[src/rtl/intpol2_pkg.sv]
// Shared defaults and helpers for the interpolator output buffer.
package intpol2_pkg;

   localparam int DEF_DATA_W    = 16;
   localparam int DEF_ADDR_W    = 4;
   localparam int DEF_AF_MARGIN = 2;

   function automatic int clog2(input int value);
      int result;
      result = 0;
      while ((1 << result) < value) result++;
      return result;
   endfunction

endpackage

[src/rtl/intpol2_out_fifo_if.sv]
// Write-strobe, stream and status bundle between the interpolator control and the output buffer.
interface intpol2_out_fifo_if #(
   parameter int DATA_W = 16,
   parameter int ADDR_W = 4
);
   logic              clear;
   logic              wr_en;
   logic [DATA_W-1:0] wr_data;
   logic              afull;
   logic              full;
   logic [DATA_W-1:0] m_data;
   logic              m_valid;
   logic              m_ready;
   logic              empty;
   logic [ADDR_W:0]   level;
   logic              ovf;

   modport master (
      output clear, wr_en, wr_data, m_ready,
      input  afull, full, m_data, m_valid, empty, level, ovf
   );

   modport slave (
      input  clear, wr_en, wr_data, m_ready,
      output afull, full, m_data, m_valid, empty, level, ovf
   );
endinterface

[src/rtl/intpol2_fifo_mem.sv]
// Sample storage: synchronous write, asynchronous read, contents not reset.
module intpol2_fifo_mem
   import intpol2_pkg::*;
#(
   parameter int DATA_W = DEF_DATA_W,
   parameter int DEPTH  = 16
) (
   input  logic                    clk,
   input  logic                    we,
   input  logic [clog2(DEPTH)-1:0] waddr,
   input  logic [DATA_W-1:0]       wdata,
   input  logic [clog2(DEPTH)-1:0] raddr,
   output logic [DATA_W-1:0]       rdata
);
   logic [DATA_W-1:0] r_mem [DEPTH];

   always_ff @(posedge clk) begin
      if (we) r_mem[waddr] <= wdata;
   end

   assign rdata = r_mem[raddr];
endmodule

[src/rtl/intpol2_out_fifo.sv]
// First-word-fall-through output buffer: RAM plus one output register, with
// a bypass so a write into an empty buffer is visible after one edge.
module intpol2_out_fifo
   import intpol2_pkg::*;
#(
   parameter int DATA_W    = DEF_DATA_W,
   parameter int ADDR_W    = DEF_ADDR_W,
   parameter int AF_MARGIN = DEF_AF_MARGIN
) (
   input  logic         clk,
   input  logic         rstn,
   intpol2_out_fifo_if.slave bus
);
   localparam int              DEPTH = 1 << ADDR_W;
   localparam int              CAP   = DEPTH + 1;
   localparam logic [ADDR_W:0] CAP_L = (ADDR_W+1)'(CAP);
   localparam logic [ADDR_W:0] AF_L  = (ADDR_W+1)'(CAP - AF_MARGIN);

   logic [ADDR_W:0]   r_level;
   logic              r_valid;
   logic [DATA_W-1:0] r_data;
   logic              r_ovf;
   logic [ADDR_W-1:0] r_wr_ptr;
   logic [ADDR_W-1:0] r_rd_ptr;

   logic [ADDR_W:0]   w_ram_cnt;
   logic              w_full;
   logic              w_push;
   logic              w_pop;
   logic              w_load;
   logic              w_from_ram;
   logic              w_bypass;
   logic              w_ram_we;
   logic [DATA_W-1:0] w_ram_rdata;
   logic [ADDR_W:0]   w_level_next;

   // The output register holds one sample of the level; the rest lives in RAM.
   assign w_ram_cnt    = r_level - {{ADDR_W{1'b0}}, r_valid};
   assign w_full       = (r_level == CAP_L);
   assign w_push       = bus.wr_en && !w_full;
   assign w_pop        = r_valid && bus.m_ready;
   assign w_load       = !r_valid || w_pop;
   assign w_from_ram   = w_load && (w_ram_cnt != '0);
   assign w_bypass     = w_load && (w_ram_cnt == '0) && w_push;
   assign w_ram_we     = w_push && !w_bypass && !bus.clear;
   assign w_level_next = r_level + (ADDR_W+1)'(w_push) - (ADDR_W+1)'(w_pop);

   intpol2_fifo_mem #(
      .DATA_W (DATA_W),
      .DEPTH  (DEPTH)
   ) u_mem (
      .clk   (clk),
      .we    (w_ram_we),
      .waddr (r_wr_ptr),
      .wdata (bus.wr_data),
      .raddr (r_rd_ptr),
      .rdata (w_ram_rdata)
   );

   always_ff @(posedge clk or negedge rstn) begin
      if (!rstn) begin
         r_level  <= '0;
         r_valid  <= 1'b0;
         r_data   <= '0;
         r_ovf    <= 1'b0;
         r_wr_ptr <= '0;
         r_rd_ptr <= '0;
      end else if (bus.clear) begin
         // m_data deliberately keeps its old value; only validity is dropped.
         r_level  <= '0;
         r_valid  <= 1'b0;
         r_ovf    <= 1'b0;
         r_wr_ptr <= '0;
         r_rd_ptr <= '0;
      end else begin
         if (bus.wr_en && w_full) r_ovf <= 1'b1;
         if (w_ram_we)   r_wr_ptr <= r_wr_ptr + 1'b1;
         if (w_from_ram) r_rd_ptr <= r_rd_ptr + 1'b1;
         r_level <= w_level_next;
         if (w_load) begin
            r_valid <= w_from_ram || w_bypass;
            if (w_from_ram)    r_data <= w_ram_rdata;
            else if (w_bypass) r_data <= bus.wr_data;
         end
      end
   end

   assign bus.level   = r_level;
   assign bus.full    = w_full;
   assign bus.afull   = (r_level >= AF_L);
   assign bus.empty   = (r_level == '0);
   assign bus.m_valid = r_valid;
   assign bus.m_data  = r_data;
   assign bus.ovf     = r_ovf;
endmodule

[src/flat_wrapper.sv]
// flat-port wrapper written by rule: the top's interface ports become plain ports
module intpol2_out_fifo_flat import intpol2_pkg::*;
#(
   parameter int DATA_W    = DEF_DATA_W,
   parameter int ADDR_W    = DEF_ADDR_W,
   parameter int AF_MARGIN = DEF_AF_MARGIN
)
  (clk, rstn, bus_clear, bus_wr_en, bus_wr_data, bus_m_ready, bus_afull, bus_full, bus_m_data, bus_m_valid, bus_empty, bus_level, bus_ovf);
  intpol2_out_fifo_if #(.DATA_W(DATA_W), .ADDR_W(ADDR_W)) bus_i ();
  input  logic clk;
  input  logic rstn;
  input wire logic [$bits(bus_i.clear)-1:0] bus_clear;
  input wire logic [$bits(bus_i.wr_en)-1:0] bus_wr_en;
  input wire logic [$bits(bus_i.wr_data)-1:0] bus_wr_data;
  input wire logic [$bits(bus_i.m_ready)-1:0] bus_m_ready;
  output wire logic [$bits(bus_i.afull)-1:0] bus_afull;
  output wire logic [$bits(bus_i.full)-1:0] bus_full;
  output wire logic [$bits(bus_i.m_data)-1:0] bus_m_data;
  output wire logic [$bits(bus_i.m_valid)-1:0] bus_m_valid;
  output wire logic [$bits(bus_i.empty)-1:0] bus_empty;
  output wire logic [$bits(bus_i.level)-1:0] bus_level;
  output wire logic [$bits(bus_i.ovf)-1:0] bus_ovf;
  assign bus_i.clear = bus_clear;
  assign bus_i.wr_en = bus_wr_en;
  assign bus_i.wr_data = bus_wr_data;
  assign bus_i.m_ready = bus_m_ready;
  assign bus_afull = bus_i.afull;
  assign bus_full = bus_i.full;
  assign bus_m_data = bus_i.m_data;
  assign bus_m_valid = bus_i.m_valid;
  assign bus_empty = bus_i.empty;
  assign bus_level = bus_i.level;
  assign bus_ovf = bus_i.ovf;
  intpol2_out_fifo #(.DATA_W(DATA_W), .ADDR_W(ADDR_W), .AF_MARGIN(AF_MARGIN)) u_core (.clk(clk), .rstn(rstn), .bus(bus_i));
endmodule
[config.mk]
export PLATFORM = sky130hd
export DESIGN_NAME = intpol2_out_fifo_flat
export DESIGN_NICKNAME = d
export VERILOG_FILES = /design/src/rtl/intpol2_pkg.sv /design/src/rtl/intpol2_out_fifo_if.sv /design/src/rtl/intpol2_fifo_mem.sv /design/src/rtl/intpol2_out_fifo.sv /design/src/flat_wrapper.sv
export SDC_FILE = /design/constraint.sdc
export NUM_CORES = 1
export LEC_CHECK = 0
export ABC_AREA = 1
export BUFFER_PORTS_ARGS = -buffer_cell sky130_fd_sc_hd__buf_2
export CORE_MARGIN = 2
export CORE_UTILIZATION = 40
export CTS_BUF_LIST = sky130_fd_sc_hd__clkbuf_16
export CTS_CLUSTER_DIAMETER = 150
export DETAILED_ROUTE_END_ITERATION = 8
export PLACE_DENSITY = 0.59
export SETUP_SLACK_MARGIN = 0.02
export SLEW_MARGIN = 15
export SYNTH_ARGS = -nofsm -noshare
export SYNTH_HDL_FRONTEND = slang
export SYNTH_SLANG_ARGS = --single-unit
[constraint.sdc]
create_clock -name clk -period 3.7 [get_ports clk]
set_clock_uncertainty 0.15 [all_clocks]
set_input_delay 0.37 -clock clk [delete_from_list [all_inputs] [get_ports clk]]
set_output_delay 0.37 -clock clk [all_outputs]
set_load 0.02 [all_outputs]
==> run_summary.xml <==
<?xml version="1.0" encoding="UTF-8"?>
<metrics>
  <group name="status">
    <metric name="status" unit="">finished clean</metric>
  </group>
  <group name="pwr">
    <metric name="post-layout-total-power" unit="W">0.00985</metric>
    <metric name="static_leakage" unit="nW">5.46</metric>
    <metric name="p_per_area" unit="nW/um2">700</metric>
    <metric name="ir_worst_vdd" unit="V">0.000427</metric>
  </group>
  <group name="synth">
    <metric name="seq_area_frac_synth" unit="%">68.0</metric>
    <metric name="synth-edff-count" unit="">256</metric>
    <metric name="synth_flop_cell" unit="">edfxtp_1</metric>
    <metric name="syn_nets" unit="">1184</metric>
    <metric name="yosysTopAreaCellShare" unit="%">61.8</metric>
    <metric name="synth.top_cells.by_count" unit="">nand2_1, edfxtp_1, nor2_1, nand3_1, o21ai_1</metric>
    <metric name="post-synth-top-count-cell" unit="">nand2_1</metric>
    <metric name="synthCells" unit="">1145</metric>
    <metric name="synthDominantAreaCellType" unit="">edfxtp_1</metric>
    <metric name="ys.warnings.count" unit="">0</metric>
    <metric name="synth.distinct_cells" unit="">33</metric>
    <metric name="ys_async_rst_share" unit="%">10.8</metric>
    <metric name="synth.top_cells.by_area" unit="">edfxtp_1, nand2_1, dfrtp_1</metric>
    <metric name="post_synth_instance_area" unit="um2">12400</metric>
    <metric name="ys_seq_elements" unit="">287</metric>
    <metric name="synth.avg_cell_area" unit="um2">10.9</metric>
  </group>
  <group name="drt">
    <metric name="avgRoutedWirePerCell" unit="um">20.0</metric>
    <metric name="top_layer_used" unit="">met4</metric>
    <metric name="met3WireLength" unit="um">2100</metric>
    <metric name="number_of_vias_in_the_routed_layout" unit="">8346</metric>
    <metric name="remaining_drc_errors" unit="">0</metric>
    <metric name="vias_per_cell" unit="">5.19</metric>
    <metric name="drt_pass1_iterations" unit="">7</metric>
    <metric name="met2RoutedLength" unit="um">15100</metric>
    <metric name="initialDrtViolationCount" unit="">737</metric>
    <metric name="drtAntennaViolNets" unit="">0</metric>
    <metric name="drt_wl_total" unit="um">32100</metric>
    <metric name="wirelength_met1" unit="um">14500</metric>
  </group>
  <group name="cts">
    <metric name="cts.clk_slew.worst_paths" unit="ns">0.06</metric>
    <metric name="cts_resized" unit="">0</metric>
    <metric name="cts_tree" unit="">yes</metric>
    <metric name="post-cts-setup-buffers" unit="">0</metric>
    <metric name="cts-root-to-sink-buffers" unit="">3</metric>
    <metric name="clk-insertion-delay-late" unit="ns">0.54</metric>
    <metric name="ctsHtreeMaxLevel" unit="">1</metric>
    <metric name="tritoncts.num_buffers" unit="">29</metric>
    <metric name="cts-root-buf" unit="">clkbuf_16</metric>
    <metric name="clock-sinks" unit="">287</metric>
  </group>
  <group name="setup_path">
    <metric name="worstRegToRegCells" unit="">13</metric>
    <metric name="critPathRequiredTime" unit="ns">3.79</metric>
    <metric name="r2r_slack" unit="ns">0.77</metric>
    <metric name="critPathSlowestCell" unit="">nor2_2</metric>
    <metric name="timing.critical_path.from" unit="">u_core.bus.level[0]</metric>
    <metric name="rr_startpoint" unit="">u_core.bus.level[0]</metric>
    <metric name="setup.worst_path.start_class" unit="">flop</metric>
    <metric name="critical_path.most_common_cell" unit="">nand2_4</metric>
    <metric name="critical_path.cell_chain" unit="">inv_1 -&gt; ha_1 -&gt; nand2_1 -&gt; nand2_2 -&gt; nand3_2 -&gt; nand2_4 -&gt; nor2_8 -&gt; nand2_4 -&gt; nand2_4 -&gt; inv_4 -&gt; nand2_2 -&gt; nor2_2 -&gt; buf_4</metric>
    <metric name="timing.critical_path.arrival" unit="ns">3.02</metric>
    <metric name="path_class" unit="">flop to flop</metric>
    <metric name="cp-end-kind" unit="">flop</metric>
    <metric name="r2r_end" unit="">u_core.u_mem.r_mem[0][3]</metric>
    <metric name="crit_path_max_fanout" unit="">9</metric>
    <metric name="timing.critical_path.slowest_cell_delay" unit="ns">0.54</metric>
  </group>
  <group name="place">
    <metric name="placedCellCount" unit="">1553</metric>
    <metric name="gp_congestion" unit="">0.840</metric>
    <metric name="dp_hpwl" unit="um">19800</metric>
    <metric name="io_buffer_count" unit="">46</metric>
    <metric name="dpl_worst_slack" unit="ns">0.770</metric>
  </group>
  <group name="hold_path">
    <metric name="hold_path_class" unit="">input pin to flop</metric>
    <metric name="holdPathEnd" unit="">u_core.u_mem.r_mem[1][12]</metric>
    <metric name="worstHoldPathCells" unit="">1</metric>
    <metric name="holdCritStartpoint" unit="">bus_wr_data[12]</metric>
  </group>
  <group name="finish">
    <metric name="fill_cells" unit="">2817</metric>
    <metric name="fin_nets" unit="">1231</metric>
    <metric name="antenna_diode_count" unit="">0</metric>
    <metric name="drive_above_1_share" unit="%">13.6</metric>
    <metric name="layoutNonFillerInstCount" unit="">1609</metric>
    <metric name="flow.area_growth_from_synthesis" unit="%">13.0</metric>
  </group>
  <group name="floorplan">
    <metric name="die_h" unit="um">180</metric>
    <metric name="core_box_area" unit="um2">30600</metric>
    <metric name="die_x" unit="um">180</metric>
    <metric name="floorplan.die_area" unit="um2">32500</metric>
    <metric name="fp-row-count" unit="">64</metric>
    <metric name="top_level_ports" unit="">47</metric>
    <metric name="start_util" unit="%">40.7</metric>
  </group>
  <group name="timing">
    <metric name="max_slew_headroom" unit="%">37.6</metric>
    <metric name="slew_viol_final" unit="">0</metric>
    <metric name="setup-tns-final" unit="ns">0</metric>
    <metric name="finalWorstSetupSlack" unit="ns">0.774</metric>
    <metric name="hold_viol" unit="">0</metric>
    <metric name="setup-violations-final" unit="">0</metric>
    <metric name="setup_repair_after_global_routing_missed_its_margin" unit="">no</metric>
    <metric name="fmax" unit="MHz">342</metric>
    <metric name="min_period_over_period" unit="%">79.1</metric>
    <metric name="worst_max_slew_pin_slew" unit="ns">0.936</metric>
    <metric name="final_worst_path_period_need" unit="ns">2.93</metric>
  </group>
  <group name="grt">
    <metric name="global_route.overflow_total" unit="">0</metric>
    <metric name="grt_use_total" unit="%">19.8</metric>
    <metric name="grt_first_pass_wirelength" unit="um">50100</metric>
    <metric name="grt_start_max_net_pins" unit="">99</metric>
    <metric name="vias_in_the_first_global_route" unit="">8221</metric>
    <metric name="antenna_found_initial" unit="">0</metric>
  </group>
  <group name="job">
    <metric name="cap_viol_max_count" unit="">0</metric>
  </group>
</metrics>
placed cells by master (no fill, tap or decap), drive strengths merged:
cell type      n
inv           35
dlygate4sd3    4
o21ba          1
o21ai         72
a21oi          5
fa             1
buf           72
clkbuf        29
xor2           5
ha            17
bufinv         2
nor2         192
clkinv        16
nand4          7
nand2        340
nand3        128
dfrtp         31
edfxtp       256
state kept, by name, summed over array words and instances (netlist names):
name	cells
u_core.bus.level	5
u_core.bus.m_data	16
u_core.bus.m_valid	1
u_core.bus.ovf	1
u_core.r_rd_ptr	4
u_core.r_wr_ptr	4
u_core.u_mem.r_mem	256
stage by stage:
step           utilization, %  hold slack (ns)  cell area, um2
2_1_floorplan               -          -0.0756           12400
5_1_grt                  46.0            0.104           14100
3_5_place_dp             43.0            0.315           13100
4_1_cts                  46.0           0.0892           14100
3_3_place_gp             43.0            0.316           13100
6_report                 46.0            0.110           14100
per-layer routing:
layer | vias to the layer above | GRT usage [%]
li1 | 3973 | -
met1 | 4051 | 29.1
met2 | 291 | 31.9
met3 | 31 | 2.04
met4 | 0 | 4.48
met5 | - | 0
worst max path at each step:
| stage | end | slack (ns) |
|---|---|---|
| floorplan | u_core.u_mem.r_mem[12][0] | 0.88 |
| global placement | u_core.u_mem.r_mem[14][10] | 0.80 |
| detailed placement | u_core.u_mem.r_mem[14][10] | 0.77 |
| CTS | u_core.u_mem.r_mem[14][7] | 0.77 |
| global route | u_core.u_mem.r_mem[8][10] | 0.60 |
| finish | u_core.u_mem.r_mem[0][3] | 0.77 |
critical path: cells and delay by family (launching register included):
kind | cells | cell delay (ns)
simple gates | 9 | 1.30
fa+ha+maj | 1 | 0.25
buf+inv | 3 | 0.51
flops | 1 | 0.43
area by class of cell:
type / count / area [um2] / share of cell area, %
Multi-Input combinational cell: 768 / 3580 / 25.5
Clock buffer: 29 / 726 / 5.16
Tap cell: 396 / 495 / 3.52
Clock inverter: 23 / 154 / 1.09
Inverter: 30 / 118 / 0.836
Sequential cell: 287 / 8470 / 60.2
Timing Repair Buffer: 76 / 515 / 3.67
logic make-up after synthesis:
family                     synth area share (%)
DFF                                        68.0
and+or+nand+nor                            23.0
buffers and inverters                      3.52
adders and majority gates                  1.87
xor gates and xnor gates                  0.352
AOI/OAI and AO/OA                          3.21
power breakdown:
part           internal, W  total (W)  switching, W
Combinational     0.000983    0.00321       0.00223
Clock              0.00155    0.00273       0.00118
Sequential         0.00373    0.00390      0.000175
Total              0.00626    0.00985       0.00359
what timing repair did:
action,4_1_cts,5_1_grt
hold endpoints to repair,35,0
setup endpoints to repair,0,0
hold buffers,4,0
(Power assumes the default switching activity.)
